**src/rtl/fifo_pkt_writer.sv**
```systemverilog
// Write-side packet framer for the dual-clock byte FIFO: emits a length header, then the payload.
// Optional trailer checksum byte when FIFO_PKT_WRITER_CHECKSUM_EN is defined.
module fifo_pkt_writer #(
    parameter int DATA_W = 8,
    parameter int LEN_W  = 8
) (
    input  logic              wr_clk,
    input  logic              reset_n,
    input  logic              pkt_start,
    input  logic [LEN_W-1:0]  pkt_len,
    input  logic              s_valid,
    input  logic [DATA_W-1:0] s_data,
    output logic              s_ready,
    input  logic              fifo_full,
    output logic              fifo_wr,
    output logic [DATA_W-1:0] fifo_data,
    output logic              busy,
    output logic              done
);

`ifdef FIFO_PKT_WRITER_CHECKSUM_EN
    typedef enum logic [1:0] {IDLE, HDR, PAY, CSUM} state_t;
`else
    typedef enum logic [1:0] {IDLE, HDR, PAY} state_t;
`endif

    state_t             state_q, state_d;
    logic [LEN_W-1:0]   remaining_q, remaining_d;
    logic               done_q, done_d;
    logic               last_write;
`ifdef FIFO_PKT_WRITER_CHECKSUM_EN
    logic [DATA_W-1:0]  checksum_q, checksum_d;
`endif

    always_comb begin
        state_d     = state_q;
        remaining_d = remaining_q;
        done_d      = 1'b0;
        last_write  = 1'b0;
        fifo_wr     = 1'b0;
        fifo_data   = '0;
        s_ready     = 1'b0;
`ifdef FIFO_PKT_WRITER_CHECKSUM_EN
        checksum_d  = checksum_q;
`endif
        case (state_q)
            IDLE: begin
                if (pkt_start) begin
                    remaining_d = pkt_len;
                    state_d     = HDR;
`ifdef FIFO_PKT_WRITER_CHECKSUM_EN
                    checksum_d  = '0;
`endif
                end
            end
            HDR: begin
                // remaining is untouched until the header is written, so it still holds the length
                fifo_data = DATA_W'(remaining_q);
                fifo_wr   = !fifo_full;
                if (!fifo_full) begin
`ifdef FIFO_PKT_WRITER_CHECKSUM_EN
                    checksum_d = checksum_q ^ DATA_W'(remaining_q);
`endif
                    if (remaining_q != '0) begin
                        state_d = PAY;
                    end else begin
                        last_write = 1'b1;
                    end
                end
            end
            PAY: begin
                s_ready   = !fifo_full;
                fifo_data = s_data;
                fifo_wr   = s_valid && !fifo_full;
                if (s_valid && !fifo_full) begin
                    remaining_d = remaining_q - LEN_W'(1);
`ifdef FIFO_PKT_WRITER_CHECKSUM_EN
                    checksum_d  = checksum_q ^ s_data;
`endif
                    if (remaining_q == LEN_W'(1)) begin
                        last_write = 1'b1;
                    end
                end
            end
`ifdef FIFO_PKT_WRITER_CHECKSUM_EN
            CSUM: begin
                fifo_data = checksum_q;
                fifo_wr   = !fifo_full;
                if (!fifo_full) begin
                    state_d = IDLE;
                    done_d  = 1'b1;
                end
            end
`endif
            default: state_d = IDLE;
        endcase

        if (last_write) begin
`ifdef FIFO_PKT_WRITER_CHECKSUM_EN
            state_d = CSUM;
`else
            state_d = IDLE;
            done_d  = 1'b1;
`endif
        end
    end

    always_ff @(posedge wr_clk or negedge reset_n) begin
        if (!reset_n) begin
            state_q     <= IDLE;
            remaining_q <= '0;
            done_q      <= 1'b0;
`ifdef FIFO_PKT_WRITER_CHECKSUM_EN
            checksum_q  <= '0;
`endif
        end else begin
            state_q     <= state_d;
            remaining_q <= remaining_d;
            done_q      <= done_d;
`ifdef FIFO_PKT_WRITER_CHECKSUM_EN
            checksum_q  <= checksum_d;
`endif
        end
    end

    assign busy = (state_q != IDLE);
    assign done = done_q;

endmodule
```
**config.mk**
```make
export PLATFORM = sky130hd
export DESIGN_NAME = fifo_pkt_writer
export DESIGN_NICKNAME = d
export VERILOG_FILES = /design/src/rtl/fifo_pkt_writer.sv
export SDC_FILE = /design/constraint.sdc
export NUM_CORES = 1
export LEC_CHECK = 0
export ABC_AREA = 1
export BUFFER_PORTS_ARGS = -buffer_cell sky130_fd_sc_hd__buf_4
export CORE_UTILIZATION = 45
export DETAILED_ROUTE_END_ITERATION = 6
export MAX_ROUTING_LAYER = met4
export PLACE_DENSITY_LB_ADDON = 0.1
export SYNTH_ARGS = -nofsm -noshare
export SYNTH_HDL_FRONTEND = slang
export SYNTH_SLANG_ARGS = --single-unit
```
**constraint.sdc**
```tcl
create_clock -name wr_clk -period 1.6 [get_ports wr_clk]
set_input_delay 0.16 -clock wr_clk [delete_from_list [all_inputs] [get_ports wr_clk]]
set_output_delay 0.16 -clock wr_clk [all_outputs]
set_load 0.02 [all_outputs]
```
# After elaboration in Yosys (flattened, before gate mapping)
# Index checks and enable logic that the tools add are counted.
# W data, S select, Z words.
[word_totals]
regBits = 11
inputBits = 21
word_cells = 38
output_inout_bits = 12
[classes]
eq_ne = 9
add_sub_neg = 1
muxes = 17
reduce_logical = 8
[ops]
columns = ["op", "n"]
rows = [
  ["$pmux W8 S2", 2],
  ["$mux W8", 2],
  ["$ne A3 B3 Y1 const B", 3],
  ["$eq A8 B1 Y1 const B", 1],
  ["$mux W2", 4],
  ["$reduce_bool A8 Y1", 1],
  ["$sub A8 B1 Y8 const B", 1],
  ["$mux W1", 6],
  ["$ne A2 B2 Y1 const B", 3],
  ["$pmux W2 S3", 1],
  ["$pmux W1 S2", 2],
  ["$reduce_and A4 Y1", 1],
  ["$reduce_bool A2 Y1", 2],
  ["$reduce_and A3 Y1", 1],
  ["$eq A2 B1 Y1 const B", 1],
  ["$eq A2 B2 Y1 const B", 1],
  ["$logic_not A2 Y1", 1],
  ["$logic_and A1 B1 Y1", 1],
  ["$logic_not A1 Y1", 1],
]

# Depth between registers and ports, before layout
[depth]
ltp_word = 6
depth_mapped = 10

# Worst setup path after synthesis
# No wires, ideal clock.
[synth_path]
path_type = "register -> output"
start = "register state_q[0]"
end = "output port fifo_data[5]"
t_arrival_ps = 1375
path_slack_ps = 65
path_stages_with_launch = 7
required_time_ps = 1440
path_cell_list = "dfrtp_1 inv_1 ha_1 buf_6 buf_2 nand2_1 a21oi_1"
[synth_between]
elab_chain_len = 2
elab_cells_between_ends = 3
classes_between = "eq/ne (2); mux (1)"
[synth_rtl]
columns = ["element", "line_no", "text"]
rows = [
  ["from (decl)", "27", "state_t state_q, state_d;"],
  ["from (signal assigned)", "117", "state_q <= state_d;"],
  ["$eq A2 B2 Y1 / $eq A2 B1 Y1 (equally long branches)", "46", "case (state_q)"],
  ["$pmux W8 S2 (*)", "46", ""],
  ["to (decl)", "16", "output logic [DATA_W-1:0] fifo_data,"],
]
# Every way passes the cells marked *; elsewhere a longest branch is shown, timed or not.

# Worst setup path in the final report
[layout_path]
start = "register state_q[1]"
end = "output port fifo_data[2]"
# The elaborated chain is that of the path after synthesis.

==> results.toml <==
[outcome]
status = "finished, violations left"
violations = "setup timing"

[floorplanning]
dieArea_sq_um = 2339
die_w_microns = 48.36
start_util = 0.4880
design.core.area_sq_um = 1982
die_h_microns = 48.36
ios = 33
row_count = 16

[synthesis]
syn_nets = 179
yosys_warnings = 0
yosysTopAreaCellShare = 0.2846
avgSynthCellArea_sq_um = 6.363
synth_area_leader_cell = "dfrtp_1"
synth.ff_latch_count = 11
ys_types = 22
syn_area_sq_um = 967.2
netlist_instances = 152
ys_top_cells_by_area = "dfrtp_1 (28%), nand2_1 (24%), ha_1 (7.8%), inv_1 (6.2%), a21oi_1 (4.7%)"
synth_seq_area_share = 0.2846

[grt]
grt_max_degree = 16
grt_first_pass_wirelength_mm = 4.685
grt-ovfl-total = 0
grt_use_total = 0.2615
grt_pass1_vias = 1091
antenna_found_initial = 0

[placement]
dp_slack_ns = 0.02765
hpwl_mm = 1.863
dpl_cell_area_sq_um = 1240
port_buffers = 32
gp_congestion = 0.8744

[clock_network]
path_clk_slew_ns = 0.08
ctsLongestPathBuffers = 2
cts_sinks = 11
tritoncts = "done"
insertion_delay_ns = 0.28
htreeDepth = 1
numCtsBuffers = 3
cts-root-buf = "clkbuf_4"

[pwr]
power_density_nw_per_um2 = 1904
power_w = 0.002876
leakage_nw = 0.7700
vdd_ir_drop_max_mv = 1.701

[sta]
layout_setup_ws_ns = -0.02413
fmax_mhz = 615.7
maxSlewViolCount = 0
finClkSkew_ns = 0.0009046
setup-violations-final = 7
fin_crit_ns = 1.624
hold_viol_final = 0
tns_ns = -0.09383
period_share = 1.015
slew_headroom = 0.8638
rsz0062_at_grt = "yes"
worst_pin_slew_ns = 0.2041

[drt]
wl_per_cell_microns = 13.03
antenna_left = 0
vias = 1167
dr.pass1.iters = 4
drc = 0
vias_per_cell = 5.096
wirelength_mm = 2.983
drt_iter0_markers = 49

[critical_path]
crit_buf_inv = 3
arrival_ns = 1.46
startpoint_type = "register"
path_class = "register to primary output"
path_depth = 6
crit_top_cell = "buf_4"
end_kind = "primary output"
critical-path-top-delay-family = "flip-flops"
slowest_delay_ns = 0.43
required_ns = 1.44
cp_max_fo = 5
r2r_cells = 11
cpMaxStageDelayCell = "dfrtp_1"
worstPathCellList = "inv_2 -> ha_4 -> buf_4 -> nand2_1 -> a21oi_1 -> buf_4"

[cells_and_area]
stdcell_area_sq_um = 1510
layout_commonest_cell = "nand2_1"
final_nets = 230
drive_gt1_frac = 0.4257
syn2layout_area_growth_pct = 56.14
n_antenna_cell = 0
most-common-layout-cells = "nand2_1 (58), buf_4 (44), inv_1 (11), dfrtp_1 (11), nor2_1 (9)"

[run]
cap_violations = 0

[hold_path]
holdPathStages = 3
hold_class = "primary input to register"
cell type report:
cell class                 count  area, sq um
clock buffer                   4        26.28
fill                         146        471.7
inverter                      19        83.83
multi-input combinational    118        671.9
sequential                    11        275.3
tap                           27        33.78
timing repair buffer          50        419.2
worst paths after layout:
path | start | endpoint | slack [ns]
max | state_q[1] | fifo_data[2] | -0.02
min | pkt_len[1] | remaining_q[1] | 0.17
max reg2reg | state_q[0] | state_q[1] | 0.08
min reg2reg | remaining_q[7] | remaining_q[7] | 0.52
max in group asynchronous | reset_n | remaining_q[3] | 1.20
min in group asynchronous | reset_n | done | 0.25
what timing repair did:
action,in CTS,in global routing
cloned,0,2
hold buffers,1,0
endpoints found under the setup margin,10,18
endpoints found under the hold margin,11,0
pin swaps,9,10
resized for setup,16,16
setup buffers,4,8
stage by stage:
| step | std cells | utilization | hold WS, ns |
|---|---|---|---|
| 3_3_place_gp | 210 | 0.6256 | 0.006179 |
| 4_1_cts | 219 | 0.6913 | 0.1669 |
| 5_1_grt | 229 | 0.7620 | 0.2002 |
| 3_5_place_dp | 210 | 0.6256 | 0.007579 |
| 6_report | 229 | 0.7620 | 0.1654 |
| 2_1_floorplan | 152 | - | -0.1356 |
state kept, by name (all words and copies together), names as in the netlist:
signal	cells
state_q	2
done	1
remaining_q	8
synthesized netlist by cell type (all sizes together):
cell / count
nand2: 66
nand3: 7
dfrtp: 11
a21boi: 1
o22ai: 2
clkinv: 1
o21a: 1
nor2: 15
ha: 6
o211ai: 1
a21oi: 9
o21ai: 9
inv: 18
buf: 5
worst register-to-register path, delay by kind of cell (launching register included):
kind | cells | cell delay, ns
adders and majority gates | 1 | 0.18
buffers and inverters | 5 | 0.52
DFF | 1 | 0.40
and+or+nand+nor | 5 | 0.35
metal layers:
layer  track usage  routed length (microns)  share of wire
met5             -                        0              0
met4       0.04902                       42          0.014
met3       0.04403                      202          0.068
met1        0.3188                     1271           0.43
met2        0.4577                     1466           0.49
cell families (layout without fill, tap and decap cells):
logic type      count (synthesis)  count (layout)  share of synthesized area
flops                          11              11                     0.2846
compound gates                 23              23                     0.1294
fa+ha+maj                       6               6                    0.07762
simple gates                   88              89                     0.3868
buf+inv                        24              73                     0.1216
report_power, final:
group / internal (W) / switching (W)
sequential: 0.000402 / 0.000130
clock: 0.0000967 / 0.000110
combinational: 0.000936 / 0.00120
total: 0.00143 / 0.00144
Power figures use the tool's default switching activity.
